--- src/rtl/seq_alu_pkg.sv ---
// seq_alu_pkg: shared types for the sequential ALU.
//   op_e    - 4-bit operation codes (13..15 reserved)
//   state_e - top-level handshake FSM states
//   flags_t - registered result flags
package seq_alu_pkg;

    typedef enum logic [3:0] {
        OP_ADD  = 4'd0,
        OP_SUB  = 4'd1,
        OP_NOT  = 4'd2,
        OP_AND  = 4'd3,
        OP_OR   = 4'd4,
        OP_XOR  = 4'd5,
        OP_SLT  = 4'd6,
        OP_SEQ  = 4'd7,
        OP_SLTU = 4'd8,
        OP_SLL  = 4'd9,
        OP_SRL  = 4'd10,
        OP_SRA  = 4'd11,
        OP_MUL  = 4'd12
    } op_e;

    typedef enum logic [1:0] {
        ST_IDLE = 2'd0,
        ST_BUSY = 2'd1,
        ST_DONE = 2'd2
    } state_e;

    typedef struct packed {
        logic zero;
        logic neg;
        logic carry;
        logic overflow;
    } flags_t;

    function automatic logic is_shift(input logic [3:0] op);
        return (op == OP_SLL) || (op == OP_SRL) || (op == OP_SRA);
    endfunction

endpackage

--- src/rtl/seq_alu_iter.sv ---
// seq_alu_iter: iterative datapath for bit-serial shifts and shift-add multiply.
//   clk, rst_n - clock, synchronous active-low reset
//   start_i    - load operands and begin (op_i must be SLL/SRL/SRA/MUL, shamt > 0 for shifts)
//   op_i       - operation code
//   a_i, b_i   - operands; b_i low bits are the shift amount for shifts
//   done_o     - high during the final step; res_o/carry_o are valid in that cycle
//   res_o      - result after the current step
//   carry_o    - last bit shifted out, or high-half-nonzero for MUL
module seq_alu_iter
    import seq_alu_pkg::*;
#(
    parameter int unsigned WIDTH = 8
) (
    input  logic             clk,
    input  logic             rst_n,
    input  logic             start_i,
    input  logic [3:0]       op_i,
    input  logic [WIDTH-1:0] a_i,
    input  logic [WIDTH-1:0] b_i,
    output logic             done_o,
    output logic [WIDTH-1:0] res_o,
    output logic             carry_o
);
    localparam int unsigned SHW = $clog2(WIDTH);
    // One extra bit so the counter can hold WIDTH for multiply.
    localparam int unsigned CW  = SHW + 1;

    logic               busy_q, busy_d;
    logic [3:0]         op_q, op_d;
    logic [CW-1:0]      cnt_q, cnt_d;
    logic [WIDTH-1:0]   sh_q, sh_d;
    logic               carry_q, carry_d;
    logic [2*WIDTH-1:0] mc_q, mc_d;    // multiplicand, shifted left each step
    logic [WIDTH-1:0]   mr_q, mr_d;    // multiplier, consumed LSB first
    logic [2*WIDTH-1:0] acc_q, acc_d;  // full-width product accumulator

    always_comb begin
        busy_d  = busy_q;
        op_d    = op_q;
        cnt_d   = cnt_q;
        sh_d    = sh_q;
        carry_d = carry_q;
        mc_d    = mc_q;
        mr_d    = mr_q;
        acc_d   = acc_q;
        if (start_i) begin
            busy_d  = 1'b1;
            op_d    = op_i;
            sh_d    = a_i;
            carry_d = 1'b0;
            mc_d    = {{WIDTH{1'b0}}, a_i};
            mr_d    = b_i;
            acc_d   = '0;
            if (op_i == OP_MUL) cnt_d = CW'(WIDTH);
            else                cnt_d = {1'b0, b_i[SHW-1:0]};
        end else if (busy_q) begin
            case (op_e'(op_q))
                OP_SLL: begin
                    carry_d = sh_q[WIDTH-1];
                    sh_d    = {sh_q[WIDTH-2:0], 1'b0};
                end
                OP_SRL: begin
                    carry_d = sh_q[0];
                    sh_d    = {1'b0, sh_q[WIDTH-1:1]};
                end
                OP_SRA: begin
                    carry_d = sh_q[0];
                    sh_d    = {sh_q[WIDTH-1], sh_q[WIDTH-1:1]};
                end
                OP_MUL: begin
                    if (mr_q[0]) acc_d = acc_q + mc_q;
                    mc_d = {mc_q[2*WIDTH-2:0], 1'b0};
                    mr_d = {1'b0, mr_q[WIDTH-1:1]};
                end
                default: ;
            endcase
            cnt_d = cnt_q - 1'b1;
            if (cnt_q == CW'(1)) busy_d = 1'b0;
        end
    end

    // Results are taken from the next-state values so the top can capture them
    // on the same edge that performs the final step.
    assign done_o  = busy_q && (cnt_q == CW'(1));
    assign res_o   = (op_q == OP_MUL) ? acc_d[WIDTH-1:0] : sh_d;
    assign carry_o = (op_q == OP_MUL) ? (|acc_d[2*WIDTH-1:WIDTH]) : carry_d;

    always_ff @(posedge clk) begin
        if (!rst_n) begin
            busy_q  <= 1'b0;
            op_q    <= '0;
            cnt_q   <= '0;
            sh_q    <= '0;
            carry_q <= 1'b0;
            mc_q    <= '0;
            mr_q    <= '0;
            acc_q   <= '0;
        end else begin
            busy_q  <= busy_d;
            op_q    <= op_d;
            cnt_q   <= cnt_d;
            sh_q    <= sh_d;
            carry_q <= carry_d;
            mc_q    <= mc_d;
            mr_q    <= mr_d;
            acc_q   <= acc_d;
        end
    end

endmodule

--- src/rtl/seq_alu.sv ---
// seq_alu: multi-cycle ALU with valid/ready handshake on operand and result sides.
//   clk, rst_n            - clock, synchronous active-low reset
//   in_valid/in_ready     - operand beat handshake; in_ready only in IDLE
//   in_op, in_a, in_b     - opcode and operands (in_b low bits = shift amount)
//   out_valid/out_ready   - result handshake; result held until accepted
//   out_res               - registered result
//   out_zero/out_neg/out_carry/out_overflow - registered flags
// Build option: define SEQ_ALU_FAST_SHIFT_EN for single-cycle barrel shifts.
// Multiply is always iterative via seq_alu_iter.
module seq_alu
    import seq_alu_pkg::*;
#(
    parameter int unsigned WIDTH = 8
) (
    input  logic             clk,
    input  logic             rst_n,
    input  logic             in_valid,
    output logic             in_ready,
    input  logic [3:0]       in_op,
    input  logic [WIDTH-1:0] in_a,
    input  logic [WIDTH-1:0] in_b,
    output logic             out_valid,
    input  logic             out_ready,
    output logic [WIDTH-1:0] out_res,
    output logic             out_zero,
    output logic             out_neg,
    output logic             out_carry,
    output logic             out_overflow
);
    localparam int unsigned SHW = $clog2(WIDTH);

    state_e           state_q, state_d;
    logic [WIDTH-1:0] res_q, res_d;
    flags_t           flags_q, flags_d;

    logic             accept;
    logic [SHW-1:0]   shamt;
    logic             sc_iter;
    logic [WIDTH-1:0] sc_res;
    logic             sc_carry;
    logic             sc_ovf;
    logic [WIDTH:0]   add_full;

    logic             iter_start;
    logic             iter_done;
    logic [WIDTH-1:0] iter_res;
    logic             iter_carry;

    assign shamt  = in_b[SHW-1:0];
    assign accept = in_valid && (state_q == ST_IDLE);

    // Single-cycle result for the current operand beat; sc_iter flags ops that
    // must go through the iterative datapath instead.
    always_comb begin
        sc_res   = '0;
        sc_carry = 1'b0;
        sc_ovf   = 1'b0;
        sc_iter  = 1'b0;
        add_full = '0;
        case (op_e'(in_op))
            OP_ADD: begin
                add_full = {1'b0, in_a} + {1'b0, in_b};
                sc_res   = add_full[WIDTH-1:0];
                sc_carry = add_full[WIDTH];
                sc_ovf   = (in_a[WIDTH-1] == in_b[WIDTH-1]) &&
                           (sc_res[WIDTH-1] != in_a[WIDTH-1]);
            end
            OP_SUB: begin
                add_full = {1'b0, in_a} + {1'b0, ~in_b} + {{WIDTH{1'b0}}, 1'b1};
                sc_res   = add_full[WIDTH-1:0];
                sc_carry = add_full[WIDTH];
                sc_ovf   = (in_a[WIDTH-1] != in_b[WIDTH-1]) &&
                           (sc_res[WIDTH-1] != in_a[WIDTH-1]);
            end
            OP_NOT:  sc_res = ~in_a;
            OP_AND:  sc_res = in_a & in_b;
            OP_OR:   sc_res = in_a | in_b;
            OP_XOR:  sc_res = in_a ^ in_b;
            OP_SLT:  sc_res = {{(WIDTH-1){1'b0}}, ($signed(in_a) < $signed(in_b))};
            OP_SEQ:  sc_res = {{(WIDTH-1){1'b0}}, (in_a == in_b)};
            OP_SLTU: sc_res = {{(WIDTH-1){1'b0}}, (in_a < in_b)};
            OP_SLL, OP_SRL, OP_SRA: begin
                if (shamt == '0) begin
                    sc_res = in_a;
                end else begin
`ifdef SEQ_ALU_FAST_SHIFT_EN
                    // Extra guard bit on the shifted-out side captures the
                    // last bit lost, matching the iterative carry.
                    logic [WIDTH:0] sh_l;
                    logic [WIDTH:0] sh_r;
                    logic [WIDTH:0] sh_a;
                    sh_l = {1'b0, in_a} << shamt;
                    sh_r = {in_a, 1'b0} >> shamt;
                    sh_a = $signed({in_a, 1'b0}) >>> shamt;
                    if (in_op == OP_SLL)      {sc_carry, sc_res} = sh_l;
                    else if (in_op == OP_SRL) {sc_res, sc_carry} = sh_r;
                    else                      {sc_res, sc_carry} = sh_a;
`else
                    sc_iter = 1'b1;
`endif
                end
            end
            OP_MUL:  sc_iter = 1'b1;
            default: sc_res = '0;
        endcase
    end

    always_comb begin
        state_d    = state_q;
        res_d      = res_q;
        flags_d    = flags_q;
        iter_start = 1'b0;
        case (state_q)
            ST_IDLE: begin
                if (accept) begin
                    if (sc_iter) begin
                        iter_start = 1'b1;
                        state_d    = ST_BUSY;
                    end else begin
                        res_d            = sc_res;
                        flags_d.zero     = (sc_res == '0);
                        flags_d.neg      = sc_res[WIDTH-1];
                        flags_d.carry    = sc_carry;
                        flags_d.overflow = sc_ovf;
                        state_d          = ST_DONE;
                    end
                end
            end
            ST_BUSY: begin
                if (iter_done) begin
                    res_d            = iter_res;
                    flags_d.zero     = (iter_res == '0);
                    flags_d.neg      = iter_res[WIDTH-1];
                    flags_d.carry    = iter_carry;
                    flags_d.overflow = 1'b0;
                    state_d          = ST_DONE;
                end
            end
            ST_DONE: begin
                if (out_ready) state_d = ST_IDLE;
            end
            default: state_d = ST_IDLE;
        endcase
    end

    always_ff @(posedge clk) begin
        if (!rst_n) begin
            state_q <= ST_IDLE;
            res_q   <= '0;
            flags_q <= '0;
        end else begin
            state_q <= state_d;
            res_q   <= res_d;
            flags_q <= flags_d;
        end
    end

    seq_alu_iter #(
        .WIDTH (WIDTH)
    ) u_iter (
        .clk     (clk),
        .rst_n   (rst_n),
        .start_i (iter_start),
        .op_i    (in_op),
        .a_i     (in_a),
        .b_i     (in_b),
        .done_o  (iter_done),
        .res_o   (iter_res),
        .carry_o (iter_carry)
    );

    assign in_ready     = (state_q == ST_IDLE);
    assign out_valid    = (state_q == ST_DONE);
    assign out_res      = res_q;
    assign out_zero     = flags_q.zero;
    assign out_neg      = flags_q.neg;
    assign out_carry    = flags_q.carry;
    assign out_overflow = flags_q.overflow;

endmodule

--- config.mk ---
export PLATFORM = sky130hd
export DESIGN_NAME = seq_alu
export DESIGN_NICKNAME = d
export VERILOG_FILES = /design/src/rtl/seq_alu_pkg.sv /design/src/rtl/seq_alu_iter.sv /design/src/rtl/seq_alu.sv
export SDC_FILE = /design/constraint.sdc
export NUM_CORES = 1
export LEC_CHECK = 0
export ABC_AREA = 1
export CAP_MARGIN = 20
export CORE_UTILIZATION = 35
export DETAILED_ROUTE_END_ITERATION = 10
export PLACE_DENSITY_LB_ADDON = 0.05
export SLEW_MARGIN = 25
export SYNTH_ARGS = -nofsm -noshare
export SYNTH_HDL_FRONTEND = slang
export SYNTH_SLANG_ARGS = --single-unit
--- constraint.sdc ---
create_clock -name clk -period 6.1 [get_ports clk]
set_clock_uncertainty 0.2 [all_clocks]
set_input_delay 1.525 -clock clk [delete_from_list [all_inputs] [get_ports clk]]
set_output_delay 1.525 -clock clk [all_outputs]
set_load 0.1 [all_outputs]
Word-level counts from Yosys, hierarchy flattened
Index checks and enable logic that the tools add are counted.
- bits in read-only memories: 0
- bits in writable memories: 0
- memories: 0
- output and inout port bits: 14
- register bits after elaboration: 72
- latch bits: 0
- shift-type cells: 0
- muxes and demuxes: 46
- bitwise logic cells: 6
- magnitude comparators: 2
- reduce and logical (&&, ||, !) cells: 20
- eq/ne operators: 28
- add/sub/neg operators: 5
- $mul: 0
- divide/modulo/power cells: 0
- operators with widths (operator ; count):
    2-to-1 mux 8 bit ; 13
    one-hot mux 8 bit (10 select lines) ; 1
    2-to-1 mux 16 bit ; 4
    equality test 4 bit (second input constant) ; 9
    2-to-1 mux 4 bit ; 6
    one-hot mux 8 bit (3 select lines) ; 1
    adder 8 x 8 -> 9 bit ; 2
    adder 16 bit ; 1
    equality test 4 x 3 -> 1 bit (second input constant) ; 4
    zero test 8 bit ; 2
    < comparator 8 bit ; 2
    inverter 8 bit ; 2
    one-hot mux 8 bit (2 select lines) ; 1
    2-to-1 mux 1 bit ; 10
    adder 9 x 1 -> 9 bit (second input constant) ; 1
    bitwise AND 8 bit ; 1
    equality test 4 x 1 -> 1 bit (second input constant) ; 2
    equality test 4 x 2 -> 1 bit (second input constant) ; 2
    equality test 8 bit ; 1
    2-to-1 mux 2 bit ; 4
    bitwise OR 8 bit ; 1
    one-hot mux 1 bit (2 select lines) ; 4
    one-hot mux 4 bit (2 select lines) ; 1
    OR reduction 8 bit ; 1
    other kinds (20) ; 31

Longest topological paths before layout
- depth after elaboration: 11
- gate-level depth with buffers: 18

By module
From an unflattened synthesis, not the netlist that was laid out.
- cells, all modules: 947
- area, all modules: 5713.0 µm²
- modules (own cells, without submodules) (module ; area an instance (µm²) ; cells an instance ; instances ; seq. area each (µm²)):
    seq_alu_iter ; 3594.7 ; 566 ; 1 ; 1161.1
    seq_alu ; 2118.3 ; 381 ; 1 ; 260.2

Worst setup path after synthesis
No wires, ideal clock.
- path kind: reg2out
- from: register state_q[1]
- to: output out_valid
- setup slack: 2722 ps
- data arrival time: 1653 ps
- cell stages (with the launch flop): 3
- buffers on the path: 0
- cells stage by stage: dfxtp_1 inv_1 nor2_1
- longest elaborated chain between the ends: 1
- RTL lines (what ; line ; source):
    from (decl) ; seq_alu.sv:32 ; state_e state_q, state_d;
    from (signal assigned) ; seq_alu.sv:152 ; state_q <= state_d;
    equality test 2 bit ; seq_alu.sv:173 ; assign out_valid = (state_q == ST_DONE);
    to (decl) ; seq_alu.sv:22 ; output logic out_valid,
Every way passes these cells.

Worst setup path after layout
- from: input in_a[3]
- to: register flags_q (netlist bit out_zero)
- longest elaborated chain between the ends: 7
- elaborated cells on any way between the ends: 20
- those cells by class: add/sub: 3; order compare: 2; eq/ne: 1; mux: 8; bitwise: 4; reduce/logical: 2
- RTL lines (what ; line ; source):
    from (decl) ; seq_alu.sv:20 ; input logic [WIDTH-1:0] in_a,
    adder 8 x 8 -> 9 bit ; seq_alu.sv:69 ; add_full = {1'b0, in_a} + {1'b0, ~in_b} + {{WIDTH{1'b0}}, 1'b1};
    adder 9 x 1 -> 9 bit ; seq_alu.sv:69 ;
    one-hot mux 8 bit (10 select lines) ; seq_alu.sv:60 ; case (op_e'(in_op))
    zero test 8 bit ; seq_alu.sv:121 ; flags_d.zero = (sc_res == '0);
    2-to-1 mux 4 bit ; seq_alu.sv:116 ; if (sc_iter) begin
    2-to-1 mux 4 bit ; seq_alu.sv:115 ; if (accept) begin
    one-hot mux 4 bit (2 select lines) * ; seq_alu.sv:113 ; case (state_q)
    to (signal assigned) ; seq_alu.sv:154 ; flags_q <= flags_d;
    to (decl) ; seq_alu.sv:34 ; flags_t flags_q, flags_d;
Mark *: on every way between the ends. The rest lies on a longest branch, timed or not. The select of a mux whose other input is x is not followed.
A chain may end at the register's enable or synchronous reset.

==> results.md <==
* Outcome: finished, final reports clean
* DIE AREA at approximately 0.017 mm²
* Vias in the first global route at between 5000 and 6000
* First-pass GRT wire length at 29.1 mm
* Fraction of layout cells with a size suffix above 1 at under 10%
* Final ANT Viol Nets at 0
* Synthesis-stage register bit count at 71
* DIE HEIGHT at between 100 and 150 µm
* Post-layout nets at 1016
* Final setup vio count at 0
* Die Width at ~130 µm
* I/O pin cnt at 38
* CP Cell Sequence: clkdlybuf4s50_1, inv_1, ha_1, nor2_1, inv_1, o21ai_0, nand2_1, nand3_1, o21ai_0, nor2_1, nand3_1, nor2_1, nand3_1, nand3_1, nand2_1, inv_1
* DRC violations left at 0
* CP peak stage delay at between 0.6 and 0.7 ns
* Worst hold-check path type: register to register
* Area share of xor/xnor cells in the synthesized design at less than 1%
* Post-synth EDFFs at 0
* Clock-pin slew on the worst setup and hold paths at 0.06 ns
* Adder-Cell Fraction of Synth Area at 10.1%
* Overflow after GRT at 0
* Port bufs at 37
* H-tree depth at 3
* CP Data Arrival Time at 4.31 ns
* Hold buffers post-CTS at 0
* Async SR Flop Fraction at 0%
* Tcrit/Tclk final at between 60 and 70%
* PwrDens at between 200 and 250 mW/mm²
* Sequential element share of the synthesized area at between 20 and 25%
* Setup TNS at 0 ns
* Largest net degree at the start of global routing at 49
* Cells resized by post-CTS repair at 0
* Main combinational cell family by area after synthesis: simple AND/OR/NAND/NOR gates
* Post-Syn Nets at between 900 and 1000
* Final Critical Period at between 4 and 5 ns
* Rel. slew slack at about a third
* Num CTS Buffers at 9
* Final hold violations at 0
* Worst skew pair latency at 0.34 ns
* Post-synthesis mux area share at 0%
* GRT Util Overall at 22.5%
* Unique masters post-synth at 43
* Post-CTS setup buffers at 0
* Max-cap violations at 0
* Routed wire per std cell at 15.5 µm
* Simple-gate share of the synthesized area at 37.6%
* Sum of buffers and inverters on the critical path at 4
* Row cnt at 46
* Most area-hungry cell type in the Yosys netlist: dfxtp_1
* Initial antenna violation count at 0
* Top cells by area, synth: dfxtp_1 25%, nand2_1 17%, ha_1 9.0%
* Share of the synthesized area in the top cell type at ~25%
* Worst Setup End Kind: register
* RD Place Congestion at around 0.86
* CP required at just over 6 ns
* Std-Cell Core Area at around 0.016 mm²
* RSZ-0062 raised after global routing: false
* Syn avg cell area at between 6 and 7 µm²
* Post-synthesis compound-gate area fraction at 15.5%
* Routed vias/inst at a little over 5
* Predominant post-synthesis flop cell: dfxtp_1
* Leak at approximately 3 nW
* TritonCTS clock tree: built
* Dpl hpwl at around 14 mm
* Critical path fanouts, max at 12
* First-pass DRT Iterations at 5
* Delay-heaviest family, CP: simple AND/OR/NAND/NOR gates
* Gate Count Post-Synth at 924
* Initial core utilization at approximately 36%
* Critical path launch point type: input pin
* CP max-delay cell: clkdlybuf4s50_1
* Max frequency at roughly 240 MHz
* Worst Tran Pin Value at roughly 1 ns
* Synth Warn # at 0
* Synth-to-layout area growth at 14.2%
* Max Buffers Root-to-Sink at 2
* Iteration-0 DRC Markers at approximately 420
* Fin. max-slew vios at 0
* Fin Hold WS at between 0.2 and 0.3 ns
* CTS root buffer: clkbuf_16
* CP most frequent cell: nand3_1
* Via count at approximately 5900
* Detailed Route WL at approximately 18 mm
* VDD IR max at about 130 µV
* Area of the mapped netlist at ~0.0057 mm²
* # diodes at 0
* Total power at roughly 1.4 mW
* Critical path class: input pin to register
* CTS Sinks at 71
==> cells by family (layout without fill, tap and decap cells) <==
| family | after synthesis | count (layout) |
|---|---|---|
| AND/OR/NAND/NOR | 490 | 490 |
| adder cells (fa/ha/maj) | 44 | 44 |
| buffers and inverters | 158 | 186 |
| flip-flops | 71 | 71 |
| XOR/XNOR | 3 | 3 |
| AO/OA/AOI/OAI | 158 | 158 |
==> final cells by class <==
cell class | count | area [µm²]
multi-input cells | 695 | 3620
clock buffers | 10 | 229
fillers | 1780 | 9390
well taps | 216 | 270
repair buffers | 37 | 370
inverters | 134 | 503
clock inverters | 5 | 83.8
flip-flops and latches | 71 | 1420
==> sequential cells by signal, summed over array words and instances (netlist names) <==
signal / count
out_carry: 1
out_overflow: 1
out_res: 8
out_zero: 1
state_q: 2
u_iter.acc_q: 16
u_iter.busy_q: 1
u_iter.carry_q: 1
u_iter.cnt_q: 4
u_iter.mc_q: 16
u_iter.mr_q: 8
u_iter.op_q: 4
u_iter.sh_q: 8
==> stage by stage <==
stage / util, % / instances / cell area (µm²) / worst slack [ns]
after floorplan: - / 924 / 5690 / 2.72
after CTS: 40.9 / 1168 / 6500 / 1.91
after global placement: 38.9 / 1153 / 6180 / 1.59
final: 40.9 / 1168 / 6500 / 1.88
after detailed placement: 38.9 / 1153 / 6180 / 1.56
after global routing: 40.9 / 1168 / 6500 / 1.63
==> path summary, 6_finish.rpt <==
check	slack (ns)	start	to	depth (start not counted)
worst min-delay path	0.26	u_iter.mr_q[7]$_SDFFE_PN0P_	u_iter.mr_q[7]$_SDFFE_PN0P_	2
worst max-delay path	1.88	in_a[3]	out_zero$_SDFFE_PN0P_	16
worst min register to register	0.26	u_iter.mr_q[7]$_SDFFE_PN0P_	u_iter.mr_q[7]$_SDFFE_PN0P_	2
worst max register to register	3.22	u_iter.mc_q[0]$_SDFFE_PN0P_	out_carry$_SDFFE_PN0P_	17
==> routing by layer <==
metal	global-route usage, %	vias up	share of wire [%]	wire length, µm
li1	-	3067	-	-
met1	33.3	2663	52	9390
met2	34.0	146	42	7680
met3	3.47	13	4.8	868
met4	5.27	0	0.86	155
met5	0	-	0	0
==> cell usage after synthesis (all sizes together) (3+ instances only) <==
cell	number
a21oi	66
o21bai	3
or2	4
dfxtp	71
nor3	10
nand3b	4
buf	14
inv	132
nand3	97
o22ai	9
a31oi	9
nor2	95
nand4	17
o21ai	55
o211ai	9
nand2	261
fa	3
ha	41
clkbuf	10
==> worst reg2reg max path: stages (launching register included) <==
cell and delay, ns:
dfxtp_1 0.40, ha_1 0.25, inv_1 0.07, fa_1 0.41, inv_1 0.15, nand3_1 0.08, nand3_1 0.12, nand2_1 0.10
nand2_1 0.11, nand2_1 0.08, nand3_1 0.08, nand3_1 0.09, nand2_1 0.11, inv_1 0.04, nor2_1 0.14, nand3_1 0.18
nand2_1 0.12, a21oi_1 0.06
==> report_power, final <==
part | leakage [nW] | switching (mW) | internal [mW]
logic | 2.28 | 0.259 | 0.100
clock network | 0.145 | 0.205 | 0.356
registers | 0.576 | 0.0171 | 0.486
==> cells in the final DEF, fill, tap and decap left out, drive strengths merged, types with 17 or more instances in the layout <==
cell type / synthesis / final
nand3: 97 / 97
o21ai: 55 / 55
inv: 132 / 132
nand4: 17 / 17
ha: 41 / 41
nor2: 95 / 95
dfxtp: 71 / 71
a21oi: 66 / 66
clkdlybuf4s50: 0 / 37
nand2: 261 / 261
No activity file was read; power rests on OpenSTA's default activity.
